$ cat src/rtl/rr_arbiter8_if.sv
// rr_arbiter8_if: request/grant bundle between eight requesters and the round-robin arbiter.
//   req     [7:0]  request vector, bit i = requester i wants the resource
//   done           current owner releases the resource
//   gnt     [7:0]  one-hot grant (registered)
//   gnt_id  [2:0]  index of the granted requester (registered)
//   busy           a grant is active
//   timeout        one-cycle pulse after a watchdog forced release
// Modports: master = requester side, slave = arbiter side.
interface rr_arbiter8_if;
    logic [7:0] req;
    logic       done;
    logic [7:0] gnt;
    logic [2:0] gnt_id;
    logic       busy;
    logic       timeout;

    modport master (
        output req,
        output done,
        input  gnt,
        input  gnt_id,
        input  busy,
        input  timeout
    );

    modport slave (
        input  req,
        input  done,
        output gnt,
        output gnt_id,
        output busy,
        output timeout
    );
endinterface

$ cat src/rtl/rr_arbiter8.sv
// rr_arbiter8: round-robin arbiter sharing one resource among eight requesters.
// Grants are held until the owner asserts done, drops its request, or the hold watchdog
// expires after MAX_HOLD cycles. Exactly one idle cycle separates consecutive grants.
// Ports:
//   clk    system clock, rising edge
//   rst_n  asynchronous active-low reset
//   bus    rr_arbiter8_if.slave (req/done in, gnt/gnt_id/busy/timeout out, all registered)
// Parameters:
//   MAX_HOLD  maximum grant length in cycles, 1..(2^CNT_W - 1)
//   CNT_W     hold counter width
module rr_arbiter8 #(
    parameter int unsigned MAX_HOLD = 15,
    parameter int unsigned CNT_W    = 4
) (
    input  logic                clk,
    input  logic                rst_n,
    rr_arbiter8_if.slave        bus
);

    typedef enum logic [0:0] {StIdle, StGrant} state_e;

    localparam logic [CNT_W-1:0] HoldLast = CNT_W'(MAX_HOLD - 1);

    state_e           state_q;
    logic [7:0]       gnt_q;
    logic [2:0]       gnt_id_q;
    logic             busy_q;
    logic             timeout_q;
    logic [2:0]       last_q;
    logic [CNT_W-1:0] hc_q;

    logic             pick_vld;
    logic [2:0]       pick_idx;

    // Scan last+1 .. last+8 (mod 8); the final candidate is last itself, so a lone
    // requester that just held the grant can be re-granted.
    always_comb begin
        pick_vld = 1'b0;
        pick_idx = last_q;
        for (int k = 1; k <= 8; k++) begin
            logic [2:0] idx;
            idx = last_q + 3'(k);
            if (!pick_vld && bus.req[idx]) begin
                pick_vld = 1'b1;
                pick_idx = idx;
            end
        end
    end

    always_ff @(posedge clk or negedge rst_n) begin
        if (!rst_n) begin
            state_q   <= StIdle;
            gnt_q     <= 8'h00;
            gnt_id_q  <= 3'd0;
            busy_q    <= 1'b0;
            timeout_q <= 1'b0;
            last_q    <= 3'd7;
            hc_q      <= '0;
        end else begin
            timeout_q <= 1'b0;
            unique case (state_q)
                StIdle: begin
                    if (pick_vld) begin
                        gnt_q    <= 8'h01 << pick_idx;
                        gnt_id_q <= pick_idx;
                        busy_q   <= 1'b1;
                        last_q   <= pick_idx;
                        hc_q     <= '0;
                        state_q  <= StGrant;
                    end
                end
                StGrant: begin
                    // Voluntary release beats the watchdog so a done on the last
                    // allowed cycle is not reported as a timeout.
                    if (bus.done || !bus.req[gnt_id_q]) begin
                        gnt_q   <= 8'h00;
                        busy_q  <= 1'b0;
                        state_q <= StIdle;
                    end else if (hc_q == HoldLast) begin
                        gnt_q     <= 8'h00;
                        busy_q    <= 1'b0;
                        timeout_q <= 1'b1;
                        state_q   <= StIdle;
                    end else begin
                        hc_q <= hc_q + 1'b1;
                    end
                end
                default: state_q <= StIdle;
            endcase
        end
    end

    assign bus.gnt     = gnt_q;
    assign bus.gnt_id  = gnt_id_q;
    assign bus.busy    = busy_q;
    assign bus.timeout = timeout_q;

endmodule

$ cat src/flat_wrapper.sv
// flat-port wrapper written by rule: the top's interface ports become plain ports
module rr_arbiter8_flat 
#(
    parameter int unsigned MAX_HOLD = 15,
    parameter int unsigned CNT_W    = 4
)
  (clk, rst_n, bus_req, bus_done, bus_gnt, bus_gnt_id, bus_busy, bus_timeout);
  rr_arbiter8_if bus_i ();
  input  logic clk;
  input  logic rst_n;
  input wire logic [$bits(bus_i.req)-1:0] bus_req;
  input wire logic [$bits(bus_i.done)-1:0] bus_done;
  output wire logic [$bits(bus_i.gnt)-1:0] bus_gnt;
  output wire logic [$bits(bus_i.gnt_id)-1:0] bus_gnt_id;
  output wire logic [$bits(bus_i.busy)-1:0] bus_busy;
  output wire logic [$bits(bus_i.timeout)-1:0] bus_timeout;
  assign bus_i.req = bus_req;
  assign bus_i.done = bus_done;
  assign bus_gnt = bus_i.gnt;
  assign bus_gnt_id = bus_i.gnt_id;
  assign bus_busy = bus_i.busy;
  assign bus_timeout = bus_i.timeout;
  rr_arbiter8 #(.MAX_HOLD(MAX_HOLD), .CNT_W(CNT_W)) u_core (.clk(clk), .rst_n(rst_n), .bus(bus_i));
endmodule
$ cat config.mk
export PLATFORM = sky130hd
export DESIGN_NAME = rr_arbiter8_flat
export DESIGN_NICKNAME = d
export VERILOG_FILES = /design/src/rtl/rr_arbiter8_if.sv /design/src/rtl/rr_arbiter8.sv /design/src/flat_wrapper.sv
export SDC_FILE = /design/constraint.sdc
export NUM_CORES = 1
export LEC_CHECK = 0
export ABC_AREA = 0
export CORE_MARGIN = 2
export CORE_UTILIZATION = 28
export DETAILED_ROUTE_END_ITERATION = 6
export GPL_TIMING_DRIVEN = 0
export SLEW_MARGIN = 20
export SYNTH_ARGS = -nofsm -noshare
export SYNTH_HDL_FRONTEND = slang
export SYNTH_SLANG_ARGS = --single-unit
$ cat constraint.sdc
create_clock -name clk -period 6 [get_ports clk]
set_clock_uncertainty 0.15 [all_clocks]
set_input_delay 1.2 -clock clk [delete_from_list [all_inputs] [get_ports clk]]
set_output_delay 1.2 -clock clk [all_outputs]
set_load 0.02 [all_outputs]
==> parameters.txt, run 1 <==
Parameter                              Value

Synthesis
  Portion of synthesized cell area occupied by the leading cell type    0.225
  Post-synthesis register bit count    21
  Combinational family with the most area after synthesis    multiplexers
  Most repeated cell in the gate-level netlist after synthesis    sky130_fd_sc_hd__dfrtp_1
  Synth cell count leaders    sky130_fd_sc_hd__dfrtp_1 (18), sky130_fd_sc_hd__nand2_1 (17), sky130_fd_sc_hd__mux2i_1 (13), sky130_fd_sc_hd__nand3_1 (13), sky130_fd_sc_hd__mux4_2 (12)
  Adder-cell area share of the yosys netlist    0.0250
  Fraction of the yosys area taken by sequential cells    0.264
  Synthesized area per cell    between 10 and 15 sq um
  Top cell type by total area after synthesis    sky130_fd_sc_hd__dfrtp_1
  Count of flip-flops with a built-in enable after synthesis    0
  Post-Synthesis Cell Area    0.00200 sq mm
  Synth Net Count    196
  Multiplexer fraction of the synthesized cell area    0.252
  Ys Warns    0
  Cells taking the most area after synthesis    sky130_fd_sc_hd__dfrtp_1 (23%), sky130_fd_sc_hd__mux4_2 (13%), sky130_fd_sc_hd__mux2i_1 (6.5%)
  Complex-gate fraction of the synthesized area    0.242
  Distinct cell type count of the synthesized netlist    52
  Proportion of register bits with asynchronous set or reset after synthesis    1.00
  Synth Area in XOR/XNOR    0.0569
  Simple-gate portion of the synthesized area    0.109
  Most frequently used flop master after synthesis    sky130_fd_sc_hd__dfrtp_1
  Synthesized netlist cell count    181

Floorplanning
  Placeable core area    0.00687 sq mm
  Die Span Y    a little under 90 microns
  Initial cell density of the core    0.291
  Die area    about 0.0078 sq mm
  Top-level I/O count    24
  Row Count    30
  Die X-Extent    between 80 and 90 microns

Worst setup path
  Max stage delay on crit path    0.55 ns
  Worst setup path endpoint    u_core.bus.gnt[4]
  Reg-to-Reg Start    u_core.last_q[0]
  Critical Path Sink Type    flip-flop
  Number of cells on the worst reg-to-reg path    15
  Worst Path Required    approximately 6.0 ns
  Cell at the slowest stage of the critical path    sky130_fd_sc_hd__dfstp_2
  Launch point of the worst path    u_core.last_q[0]
  Worst flop-to-flop path endpoint    u_core.bus.gnt[4]
  Crit Path Max Fanout    10
  R2R setup slack    1.29 ns
  Chain of cells forming the critical path    buf_6 -> buf_2 -> buf_2 -> inv_1 -> ha_1 -> clkbuf_1 -> mux4_2 -> mux2i_4 -> nand2_1 -> or3_1 -> buf_6 -> o21bai_1 -> clkbuf_1 -> nand3_1 -> o41ai_1
  Nature of the critical path startpoint    flip-flop
  CP arrival    4.71 ns
  Crit path kind    reg2reg

Placement
  Estimated wirelength of the detail-placed design    3740 microns
  Port Buf Inserts    23
  Cell total after placement    300
  Placer congestion estimate    0.843

Detailed routing
  Routed wire length    approximately 4800 microns
  DRC violation total after the first TritonRoute iteration    101
  Wire per inst    15.8 microns
  Vias per cell    between 5 and 6
  DRC    0
  Detail Route Antenna Nets    0
  Total iterations of the first detailed-routing run    4
  Routed via count    1,595

Clocking
  Setup bufs post-CTS    0
  Clk buf depth    2
  Clock slew seen by the registers of the worst setup and hold paths    approximately 0.08 ns
  CTS tree    yes
  Buffer type at the clock tree root    sky130_fd_sc_hd__clkbuf_8
  Insertion delay to the later sink of the worst-skew pair    0.26 ns
  Hold Buf Count CTS    0
  Clock buffers created by TritonCTS    3
  Level count of the clock H-tree    1
  CTS sink count    21
  Number of cells upsized or downsized after cts    0

STA
  Post-route clock period utilization    0.785
  Hold_ws    ~0.33 ns
  Unrepaired setup endpoints after global routing    false
  Minimum clock period    4.71 ns
  Final hold violation count    0
  Max-slew headroom at the worst pin    0.360
  Final setup vio count    0
  Number of max-slew violations in the final report    0
  Upper clock frequency limit    about 210 MHz
  Final setup TNS    0 ns
  Pin slew with the least headroom to its limit    0.956 ns

Run
  MaxCap Viol Count    0

Cells and area
  Core Util, Final    0.350
  Area growth from synthesis to layout    19.9%
  Antenna cell count    0
  Net total in the final layout    between 200 and 250
  Filler-free cell count of the finished design    304
  Fraction of final layout cells sized beyond drive strength 1    0.221

Status
  Outcome    completed

Hold path
  Path type of the worst min-delay path    reg2reg
  Startpoint of the tightest hold check path    u_core.bus.busy

Global route
  Largest net degree at the start of global routing    22
  Total congestion overflow after global routing    0
  Initial antenna violation count    0
  Number of global-route vias before repair    1,639
  Total GRT Usage    0.132
  Wire length of the first global-routing pass    8270 microns
## per-stage QoR
| step | setup WS (ns) | area (sq um) |
|---|---|---|
| 3_5_place_dp | 1.36 | 2350 |
| 2_1_floorplan | 2.02 | 2000 |
| 6_report | 1.29 | 2400 |
| 4_1_cts | 1.32 | 2400 |
| 5_1_grt | 0.942 | 2400 |
| 3_3_place_gp | 1.38 | 2350 |
## final cells by class
cell class | count | area, sq um
buffer | 11 | 82.6
sequential | 21 | 529
inverter | 5 | 18.8
clock buffer | 3 | 41.3
tap | 96 | 120
timing repair buffer | 23 | 230
fill | 659 | 4470
clock inverter | 1 | 7.51
multi-input combinational | 144 | 1370
## worst min path at each step
stage	to	slack [ns]	depth (start not counted)
3_5_place_dp	u_core.bus.busy	0.32	2
6_report	u_core.bus.busy	0.33	2
4_1_cts	u_core.bus.busy	0.34	2
3_3_place_gp	u_core.bus.busy	0.31	2
5_1_grt	u_core.bus.busy	0.36	2
2_1_floorplan	u_core.hc_q[1]	0.35	2
## state kept, by name (all words and copies together), names as in the netlist
signal / count
u_core.bus.gnt: 8
u_core.hc_q: 4
u_core.bus.gnt_id: 3
u_core.last_q: 3
u_core.bus.busy: 1
u_core.bus.timeout: 1
u_core.state_q: 1
## cells by family (layout without fill, tap and decap cells)
logic type	Yosys count	after routing
XOR/XNOR	10	10
AND/OR/NAND/NOR	45	45
multiplexers	32	32
buffers and inverters	16	43
adder cells (fa/ha/maj)	4	4
flip-flops	21	21
AO/OA/AOI/OAI	53	53
## layout by cell type (no fill, tap or decap), drive strengths merged, types with 3 or more instances in the layout
| master | synthesis | routed |
|---|---|---|
| mux2i | 14 | 14 |
| o41ai | 4 | 4 |
| o221ai | 3 | 3 |
| nor2 | 3 | 3 |
| clkdlybuf4s50 | 0 | 23 |
| inv | 5 | 5 |
| dfrtp | 18 | 18 |
| o21ai | 9 | 9 |
| buf | 8 | 8 |
| o21a | 4 | 4 |
| dfstp | 3 | 3 |
| a21boi | 3 | 3 |
| nand2 | 17 | 17 |
| nor3 | 4 | 4 |
| ha | 4 | 4 |
| clkbuf | 3 | 6 |
| mux4 | 13 | 13 |
| o211ai | 3 | 3 |
| xnor2 | 6 | 6 |
| o31ai | 6 | 6 |
| nand3 | 13 | 13 |
| xor2 | 4 | 4 |
| mux2 | 5 | 5 |
## worst max-delay path: cells and delay by family (launching register included)
| family | cells | cell delay [ns] |
|---|---|---|
| AND/OR/NAND/NOR | 3 | 0.56 |
| AO/OA/AOI/OAI | 2 | 0.30 |
| multiplexers | 2 | 0.70 |
| buffers and inverters | 7 | 1.88 |
| flip-flops | 1 | 0.55 |
| adder cells (fa/ha/maj) | 1 | 0.44 |
## metal layers
metal | part of all wire | track usage
met5 | 0 | 0
met1 | 0.47 | 0.190
met2 | 0.48 | 0.213
met3 | 0.033 | 0.0252
met4 | 0.013 | 0.0179
Power of run 1 is not shown: default switching activity piles up to over one toggle a cycle in this logic, so the estimate is an artifact.
==> inputs of run 2 (changes only) <==
==> constraint.sdc (replaced) <==
create_clock -name clk -period 4.4 [get_ports clk]
set_clock_uncertainty 0.15 [all_clocks]
set_input_delay 0.88 -clock clk [delete_from_list [all_inputs] [get_ports clk]]
set_output_delay 0.88 -clock clk [all_outputs]
set_load 0.02 [all_outputs]
==> run 2 against run 1 <==
Largest cell class unchanged. Global-route usage increased by 0.058 points. Via count increased by 1.0%. Critical path depth fell by 1. Cell count stayed put. Fmax is 13% higher. Register-to-register slack lost 1.0 ns. Worst setup slack got worse by 1.0 ns. Highest routed layer unchanged. Non-clock buffer count did not move. Final area increased by 0.89%. Sequential share of layout area decreased by 0.19 points. Die area is the same.
==> parameters.txt, run 2 (synthesized netlist as in run 1, its figures left out) <==
Parameter                              Value

Status
  Outcome    completed

Clocking
  Hold Buf Count CTS    0
  Clock slew seen by the registers of the worst setup and hold paths    0.08 ns
  Level count of the clock H-tree    1
  Insertion delay to the later sink of the worst-skew pair    0.26 ns
  CTS sink count    21
  Setup bufs post-CTS    0
  Buffer type at the clock tree root    sky130_fd_sc_hd__clkbuf_8
  Clk buf depth    2
  CTS tree    yes
  Clock buffers created by TritonCTS    3

Cells and area
  Net total in the final layout    224
  Core Util, Final    0.353
  Largest register FFs    8
  Area of all placed cells without fillers    between 0.002 and 0.0025 sq mm
  Commonest cells after routing, fill and taps aside    sky130_fd_sc_hd__clkdlybuf4s50_1 (23), sky130_fd_sc_hd__dfrtp_1 (18), sky130_fd_sc_hd__nand2_1 (17)
  Fraction of final layout cells sized beyond drive strength 1    0.245
  Leading cell type in the layout, fill and taps excluded    sky130_fd_sc_hd__clkdlybuf4s50_1
  Area growth from synthesis to layout    21.0%
  Antenna cell count    0

Worst setup path
  Cell at the slowest stage of the critical path    sky130_fd_sc_hd__dfstp_2
  Critical Path Sink Type    flip-flop
  CP arrival    approximately 4.2 ns
  Nature of the critical path startpoint    flip-flop
  Max stage delay on crit path    0.55 ns
  Crit Path Max Fanout    10
  Worst Path Required    4.42 ns
  Chain of cells forming the critical path    buf_6 -> clkbuf_4 -> buf_4 -> inv_1 -> ha_2 -> clkbuf_4 -> mux4_2 -> mux2i_4 -> nand2_1 -> or3_1 -> buf_6 -> o32ai_4 -> o211ai_4 -> o31ai_1
  Count of buffering cells on the critical path with inverters included    6
  Kind of cell adding the most delay to the critical path    buffers and inverters
  Crit path kind    reg2reg

Detailed routing
  DRC violation total after the first TritonRoute iteration    76
  M1 wire length    2230 microns
  Wire per inst    around 16 microns
  Total iterations of the first detailed-routing run    4
  Routed via count    1,611
  Vias per cell    5.30
  Uppermost signal routing layer after detailed routing    met4
  Detail Route Antenna Nets    0
  Routed wire length on met3    201 microns
  Met2 wire length    between 2000 and 2500 microns
  DRC    0
  Routed wire length    4860 microns

Floorplanning
  Die Span Y    around 90 microns
  Initial cell density of the core    0.291
  Placeable core area    0.00687 sq mm
  Die X-Extent    88.6 microns
  Die area    0.00784 sq mm
  Row Count    30
  Top-level I/O count    24

Global route
  Number of global-route vias before repair    ~1,700
  Total GRT Usage    0.132
  Initial antenna violation count    0
  Largest net degree at the start of global routing    22
  Total congestion overflow after global routing    0
  Wire length of the first global-routing pass    8310 microns

Run
  MaxCap Viol Count    0

Hold path
  Path type of the worst min-delay path    reg2reg

STA
  Final hold violation count    0
  Pin slew with the least headroom to its limit    0.949 ns
  Final setup vio count    0
  Max-slew headroom at the worst pin    0.365
  Hold_ws    ~0.33 ns
  Post-route clock period utilization    0.944
  Minimum clock period    4.15 ns
  Upper clock frequency limit    241 MHz
  Number of max-slew violations in the final report    0

Placement
  Port Buf Inserts    23
  Estimated wirelength of the detail-placed design    3740 microns
  Post-DP Area    roughly 0.0024 sq mm
  Placer congestion estimate    0.843
[run 2: cell types whose count changed in the layout (fill, tap and decap cells not counted), sizes merged]
cell | previous run | this run
buf | 8 | 7
clkbuf | 6 | 7
[run 2: worst paths after layout]
kind                             startpoint  slack (ns)  depth (start not counted)                end
setup reg to reg           u_core.last_q[0]        0.25                         14  u_core.bus.gnt[3]
hold / removal              u_core.bus.busy        0.33                          2    u_core.bus.busy
max in group asynchronous             rst_n        2.53                          1  u_core.bus.gnt[0]
hold reg to reg             u_core.bus.busy        0.33                          2    u_core.bus.busy
setup / recovery           u_core.last_q[0]        0.25                         14  u_core.bus.gnt[3]
min in group asynchronous             rst_n        0.99                          1    u_core.bus.busy
[run 2: metrics by stage]
step	setup slack [ns]	setup TNS, ns	cells
final	0.245	0	304
after global routing	-0.00351	-0.00351	304
after CTS	0.0978	0	304
after detailed placement	-0.238	-2.55	300
after global placement	-0.223	-2.40	300
after floorplan	0.422	0	181
[run 2: routing by layer]
| metal | global-route usage | up-vias |
|---|---|---|
| met5 | 0 | - |
| met4 | 0.0179 | 0 |
| met3 | 0.0252 | 6 |
| met2 | 0.215 | 40 |
| met1 | 0.190 | 796 |
| li1 | - | 769 |
[run 2: final cells by class]
class / instances / area, sq um
tap: 96 / 120
clock inverter: 1 / 7.51
timing repair buffer: 23 / 230
multi-input combinational: 144 / 1380
fill: 658 / 4450
clock buffer: 3 / 41.3
buffer: 11 / 92.6
sequential: 21 / 529
inverter: 5 / 18.8
[run 2: what timing repair did]
action | in CTS | in global routing
resized for setup | 4 | 5
setup endpoints to repair | 17 | 15
pin swaps | 0 | 0
hold endpoints to repair | 0 | 0
[run 2: worst min-delay path, cell delays in order, from the launching register on]
cell and delay (ns):
sky130_fd_sc_hd__dfrtp_1 0.35, sky130_fd_sc_hd__nand2_1 0.05, sky130_fd_sc_hd__nand2_1 0.06
Power of run 2 is left out for the same reason.
